===== config.mk =====
export PLATFORM = sky130hd
export DESIGN_NAME = iter_div
export DESIGN_NICKNAME = d
export VERILOG_FILES = /design/src/rtl/iter_div.sv
export SDC_FILE = /design/constraint.sdc
export NUM_CORES = 1
export LEC_CHECK = 0
export CAP_MARGIN = 20
export CORE_MARGIN = 5
export CORE_UTILIZATION = 51
export DETAILED_ROUTE_END_ITERATION = 6
export PLACE_DENSITY = 0.81
export SLEW_MARGIN = 5
export SYNTH_ARGS = -nofsm -noshare
export SYNTH_HDL_FRONTEND = slang
export SYNTH_SLANG_ARGS = --single-unit

===== constraint.sdc =====
create_clock -name clk -period 2.9 [get_ports clk]
set_input_delay 0.435 -clock clk [delete_from_list [all_inputs] [get_ports clk]]
set_output_delay 0.435 -clock clk [all_outputs]
set_load 0.02 [all_outputs]

===== src/rtl/iter_div.sv =====
// Iterative radix-2 restoring divider: signed/unsigned, optional ceiling quotient.
// Build option ITER_DIV_EARLY_EXIT_EN skips iteration for zero divisor or |dividend| < |divisor|.
package cf_math_pkg;
    function automatic int idx_width(input int unsigned n);
        return (n > 32'd1) ? $clog2(n) : 1;
    endfunction
endpackage

// state | meaning
// IDLE  | waiting for a request; in_ready high unless flushing
// CALC  | one restoring-division step per cycle on operand magnitudes
// FIX   | two cycles: sign / ceiling / divide-by-zero correction, then result load
// DONE  | result presented until out_ready
module iter_div #(
    parameter int WIDTH = 32
) (
    input  logic             clk,
    input  logic             rst,
    input  logic             flush,
    input  logic             in_valid,
    output logic             in_ready,
    input  logic [WIDTH-1:0] dividend,
    input  logic [WIDTH-1:0] divisor,
    input  logic             is_signed,
    input  logic             round_up,
    output logic             out_valid,
    input  logic             out_ready,
    output logic [WIDTH-1:0] quotient,
    output logic [WIDTH-1:0] remainder,
    output logic             div_by_zero
);
    localparam int CW = cf_math_pkg::idx_width(WIDTH + 1);
    localparam logic [CW-1:0] CNT_CALC = CW'(WIDTH - 1);

    typedef enum logic [1:0] {S_IDLE, S_CALC, S_FIX, S_DONE} state_t;

    state_t           state;
    logic [CW-1:0]    cnt;
    logic [WIDTH-1:0] rem;
    logic [WIDTH-1:0] quo;
    logic [WIDTH-1:0] dvs_mag;
    logic [WIDTH-1:0] dvd_raw;
    logic             rnd_q;
    logic             dvz_q;
    logic             q_neg;
    logic             r_neg;

    logic             dvd_neg_in;
    logic             dvs_neg_in;
    logic [WIDTH-1:0] dvd_abs_in;
    logic [WIDTH-1:0] dvs_abs_in;
    logic             early;
    logic [WIDTH:0]   trial_base;
    logic [WIDTH-1:0] trial_diff;
    logic             trial_ok;

    always_comb begin
        dvd_neg_in = is_signed & dividend[WIDTH-1];
        dvs_neg_in = is_signed & divisor[WIDTH-1];
        dvd_abs_in = dvd_neg_in ? -dividend : dividend;
        dvs_abs_in = dvs_neg_in ? -divisor : divisor;
`ifdef ITER_DIV_EARLY_EXIT_EN
        early      = (divisor == '0) || (dvd_abs_in < dvs_abs_in);
`else
        early      = 1'b0;
`endif
        // When the trial succeeds the true difference is below the divisor, so WIDTH bits suffice.
        trial_base = {rem, quo[WIDTH-1]};
        trial_ok   = trial_base >= {1'b0, dvs_mag};
        trial_diff = trial_base[WIDTH-1:0] - dvs_mag;
    end

    assign in_ready = (state == S_IDLE) && !flush;

    always_ff @(posedge clk) begin
        if (rst) begin
            state       <= S_IDLE;
            cnt         <= '0;
            rem         <= '0;
            quo         <= '0;
            dvs_mag     <= '0;
            dvd_raw     <= '0;
            rnd_q       <= 1'b0;
            dvz_q       <= 1'b0;
            q_neg       <= 1'b0;
            r_neg       <= 1'b0;
            out_valid   <= 1'b0;
            quotient    <= '0;
            remainder   <= '0;
            div_by_zero <= 1'b0;
        end else if (flush) begin
            state       <= S_IDLE;
            cnt         <= '0;
            out_valid   <= 1'b0;
            quotient    <= '0;
            remainder   <= '0;
            div_by_zero <= 1'b0;
        end else begin
            case (state)
                S_IDLE: begin
                    if (in_valid) begin
                        dvd_raw <= dividend;
                        dvs_mag <= dvs_abs_in;
                        rnd_q   <= round_up & ~is_signed;
                        dvz_q   <= (divisor == '0);
                        q_neg   <= dvd_neg_in ^ dvs_neg_in;
                        r_neg   <= dvd_neg_in;
                        if (early) begin
                            quo   <= '0;
                            rem   <= dvd_abs_in;
                            cnt   <= CW'(1);
                            state <= S_FIX;
                        end else begin
                            quo   <= dvd_abs_in;
                            rem   <= '0;
                            cnt   <= CNT_CALC;
                            state <= S_CALC;
                        end
                    end
                end
                S_CALC: begin
                    quo <= {quo[WIDTH-2:0], trial_ok};
                    rem <= trial_ok ? trial_diff : trial_base[WIDTH-1:0];
                    if (cnt == '0) begin
                        cnt   <= CW'(1);
                        state <= S_FIX;
                    end else begin
                        cnt <= cnt - CW'(1);
                    end
                end
                S_FIX: begin
                    if (cnt != '0) begin
                        cnt <= cnt - CW'(1);
                        if (dvz_q) begin
                            quo <= '1;
                            rem <= dvd_raw;
                        end else if (rnd_q && (rem != '0)) begin
                            // Ceiling: one more divisor than fits, so remainder goes negative mod 2^WIDTH.
                            quo <= quo + WIDTH'(1);
                            rem <= rem - dvs_mag;
                        end else begin
                            quo <= q_neg ? -quo : quo;
                            rem <= r_neg ? -rem : rem;
                        end
                    end else begin
                        out_valid   <= 1'b1;
                        quotient    <= quo;
                        remainder   <= rem;
                        div_by_zero <= dvz_q;
                        state       <= S_DONE;
                    end
                end
                S_DONE: begin
                    if (out_ready) begin
                        out_valid   <= 1'b0;
                        quotient    <= '0;
                        remainder   <= '0;
                        div_by_zero <= 1'b0;
                        state       <= S_IDLE;
                    end
                end
                default: state <= S_IDLE;
            endcase
        end
    end

endmodule

==> flow_summary.yaml <==
run_status:
  outcome: "complete, but fails checks"
  violations: "setup timing"
clock_network:
  htreeDepth: 1
  cts-root-buf: "clkbuf_16"
  cts_tree: "yes"
  cts_hold_buf: 0
  cts_buffers: 25
  cts.sinks: 206
  cts_max_path_buffers: 3
  path_clk_slew_ns: 0.06
  clock_latency_ns: 0.55
power:
  p_total_mw: 8.98
  power.density_mw_per_mm2: 395
  leakage_nw: 9.14
  peakVddDrop_mv: 0.437
worst_hold_path:
  hold_class: "in -> reg"
  hold_path_depth: 2
  min_from: "rst"
  hold_end: "rem[30]"
placed_design:
  portBuffers: 137
  dp_slack_ns: -0.781
  dp_hpwl_mm: 42.5
  gp_congestion: 0.977
  dpl_cell_area_mm2: 0.0192
global_routing:
  grt_remaining_overflow: 0
  grt_max_degree: 96
  grt_usage: 0.342
  grt_pass1_vias: 17533
  antenna_found_initial: 3
  grt_pass1_wl_mm: 93.2
sta:
  relSlewSlack: 0.229
  period_share: 1.09
  rsz0062_at_grt: "true"
  timing.fmax_mhz: 316
  layout_min_cycle_time_ns: 3.16
  setup_viol: 62
  fin_ws_ns: -0.260
  tightest_slew_ns: 1.16
  slew_violations: 0
  finalHoldViolCount: 0
  finClkSkew_ns: 0.0210
yosys:
  synth_seq_cells: 206
  synthArstFlopShare: 0
  yosysSeqAreaShare: 0.273
  yosysTopAreaCell: "dfxtp_1"
  synth_area_leaders: "dfxtp_1 (27%), a21oi_1 (6.8%), ha_1 (6.1%), nor2_1 (5.9%), nand2_1 (5.8%)"
  ys_types: 73
  synthesis.nets: 2206
  synth.top_cell.area_share: 0.273
  synth_edf_count: 0
  synth_flop_cell: "dfxtp_1"
  synthesis.area_mm2: 0.0151
  synth-warning-count: 0
  avgSynthCellArea_um2: 7.33
  netlist_instances: 2059
floorplan:
  dieArea_mm2: 0.0331
  die_y_um: 182
  row_count: 63
  dieWidth_um: 182
  core-area_mm2: 0.0294
  io_pins: 138
  start_util: 0.513
critical_path:
  timing.rr.start: "quo[31]"
  critPathCaptureType: "flip-flop"
  startpoint_type: "flip-flop"
  crit_required_ns: 3.34
  r2r_end: "rem[28]"
  r2r_cells: 17
  critical_path_class: "reg -> reg"
  rrSetupSlack_ns: -0.26
  crit_fanout: 3
  worstPathArrival_ns: 3.60
routing:
  wl_per_cell_um: 22.1
  ant_nets: 0
  vias_per_cell: 6.47
  via_count: 18978
  first_iter_violations: 2253
  drc: 0
  drt_first_pass_iters: 7
  routed_wl_mm: 64.8
finish:
  final_area_mm2: 0.0227
  area_growth_syn_to_layout_pct: 50.5
  layout.nets: 2676
  final_util: 0.773
  layout-drive-gt1-share: 0.298
job:
  drv_cap: 0
cell families after synthesis:
| kind of cell | synth area share |
|---|---|
| multiplexers | 0.0220 |
| buffers and inverters | 0.0579 |
| AND/OR/NAND/NOR | 0.211 |
| flip-flops | 0.273 |
| XOR/XNOR | 0.0870 |
| AO/OA/AOI/OAI | 0.285 |
| adder cells (fa/ha/maj) | 0.0640 |
worst max path at each step:
stage                          start       to  slack (ns)  depth (start not counted)
after floorplan              rem[22]  rem[29]       -0.03                         12
after CTS                    quo[31]  rem[28]       -0.24                         17
final                        quo[31]  rem[28]       -0.26                         17
after detailed placement      rem[1]  quo[31]       -0.78                         14
after global routing      dvs_mag[4]  rem[28]       -0.35                         16
after global placement        rem[1]  quo[31]       -0.78                         14
power breakdown:
| group | leakage (nW) | switching (mW) | internal [mW] |
|---|---|---|---|
| Sequential | 1.69 | 0.136 | 2.94 |
| Clock | 0.387 | 1.28 | 1.82 |
| Combinational | 7.07 | 1.53 | 1.29 |
| Total | 9.14 | 2.94 | 6.05 |
flip-flops by register name, indices dropped and copies added (netlist names), 2 cells and up:
register	count
remainder	32
dvs_mag	32
state	2
cnt	6
quotient	32
dvd_raw	32
quo	32
rem	32
layout by cell type, fill, tap and decap left out, types with 11 or more instances in the layout:
master,synthesis,layout
a21o_1,25,25
a211oi_1,53,46
xnor2_1,90,87
and2_1,15,11
o31ai_1,20,16
inv_1,77,68
a21oi_1,205,169
clkbuf_16,0,27
a22oi_1,70,65
nand3_1,47,37
nand2_1,235,215
buf_12,0,18
xor2_1,60,58
ha_4,0,15
nor2_1,236,222
and3_1,17,15
nor4_1,19,13
o21ai_1,3,32
a21oi_2,0,30
dfxtp_2,0,17
o21ai_2,0,16
dfxtp_1,206,185
buf_4,0,369
nand2b_1,11,11
clkdlybuf4s50_1,0,136
o21ai_0,125,75
buf_6,0,54
a31oi_1,15,11
ha_1,74,58
nor2b_1,17,15
o21a_1,16,13
nand4_1,15,15
or3_1,17,15
nor3_1,35,30
o221ai_1,19,14
mux2i_1,31,20
o211ai_1,12,12
cells in the mapped netlist (53+ instances only):
master    instances
dfxtp_1         206
nand2_1         235
xnor2_1          90
xor2_1           60
nor2_1          236
a21oi_1         205
a22oi_1          70
clkbuf_1        121
o21ai_0         125
ha_1             74
a211oi_1         53
inv_1            77
what timing repair did:
item,CTS,global route
endpoints found under the setup margin,64,64
cloned,5,2
pin swaps,119,133
buffers inserted,55,53
resized for setup,232,215
critical path, cell delays in order (launching register included):
cell and delay [ns]:
dfxtp_2 0.32, inv_2 0.08, ha_4 0.14, inv_2 0.03
fa_2 0.34, a21o_1 0.20, a21boi_2 0.22, o2111ai_2 0.17
a21boi_1 0.18, buf_4 0.15, nor3_2 0.04, nor2_1 0.13
buf_4 0.14, o21a_1 0.14, o21ai_1 0.07, xor2_1 0.14
mux2_4 0.26, a221o_1 0.28
metrics by stage:
stage,instances,setup TNS (ns),hold WS (ns)
2_1_floorplan,2059,-0.0466,0.433
3_3_place_gp,2791,-21.08,0.445
3_5_place_dp,2791,-26.26,0.450
4_1_cts,2890,-3.70,0.123
5_1_grt,2933,-13.21,0.134
6_report,2934,-8.41,0.138
routing by layer:
layer  track usage  vias up  share of wire
li1              -     8368              -
met1         0.438     8926           0.37
met2         0.569     1308           0.46
met3        0.0534      372           0.10
met4         0.153        4          0.065
met5             0        -        0.00034
final cells by class:
| type | count | area, µm² |
|---|---|---|
| clock buffers | 32 | 682 |
| fillers | 1921 | 6680 |
| diodes | 1 | 2.50 |
| multi-input cells | 1627 | 11600 |
| clock inverters | 9 | 101 |
| well taps | 390 | 488 |
| repair buffers | 592 | 5400 |
| flip-flops and latches | 206 | 4160 |
| inverters | 77 | 294 |
No activity file was read; power rests on OpenSTA's default activity.
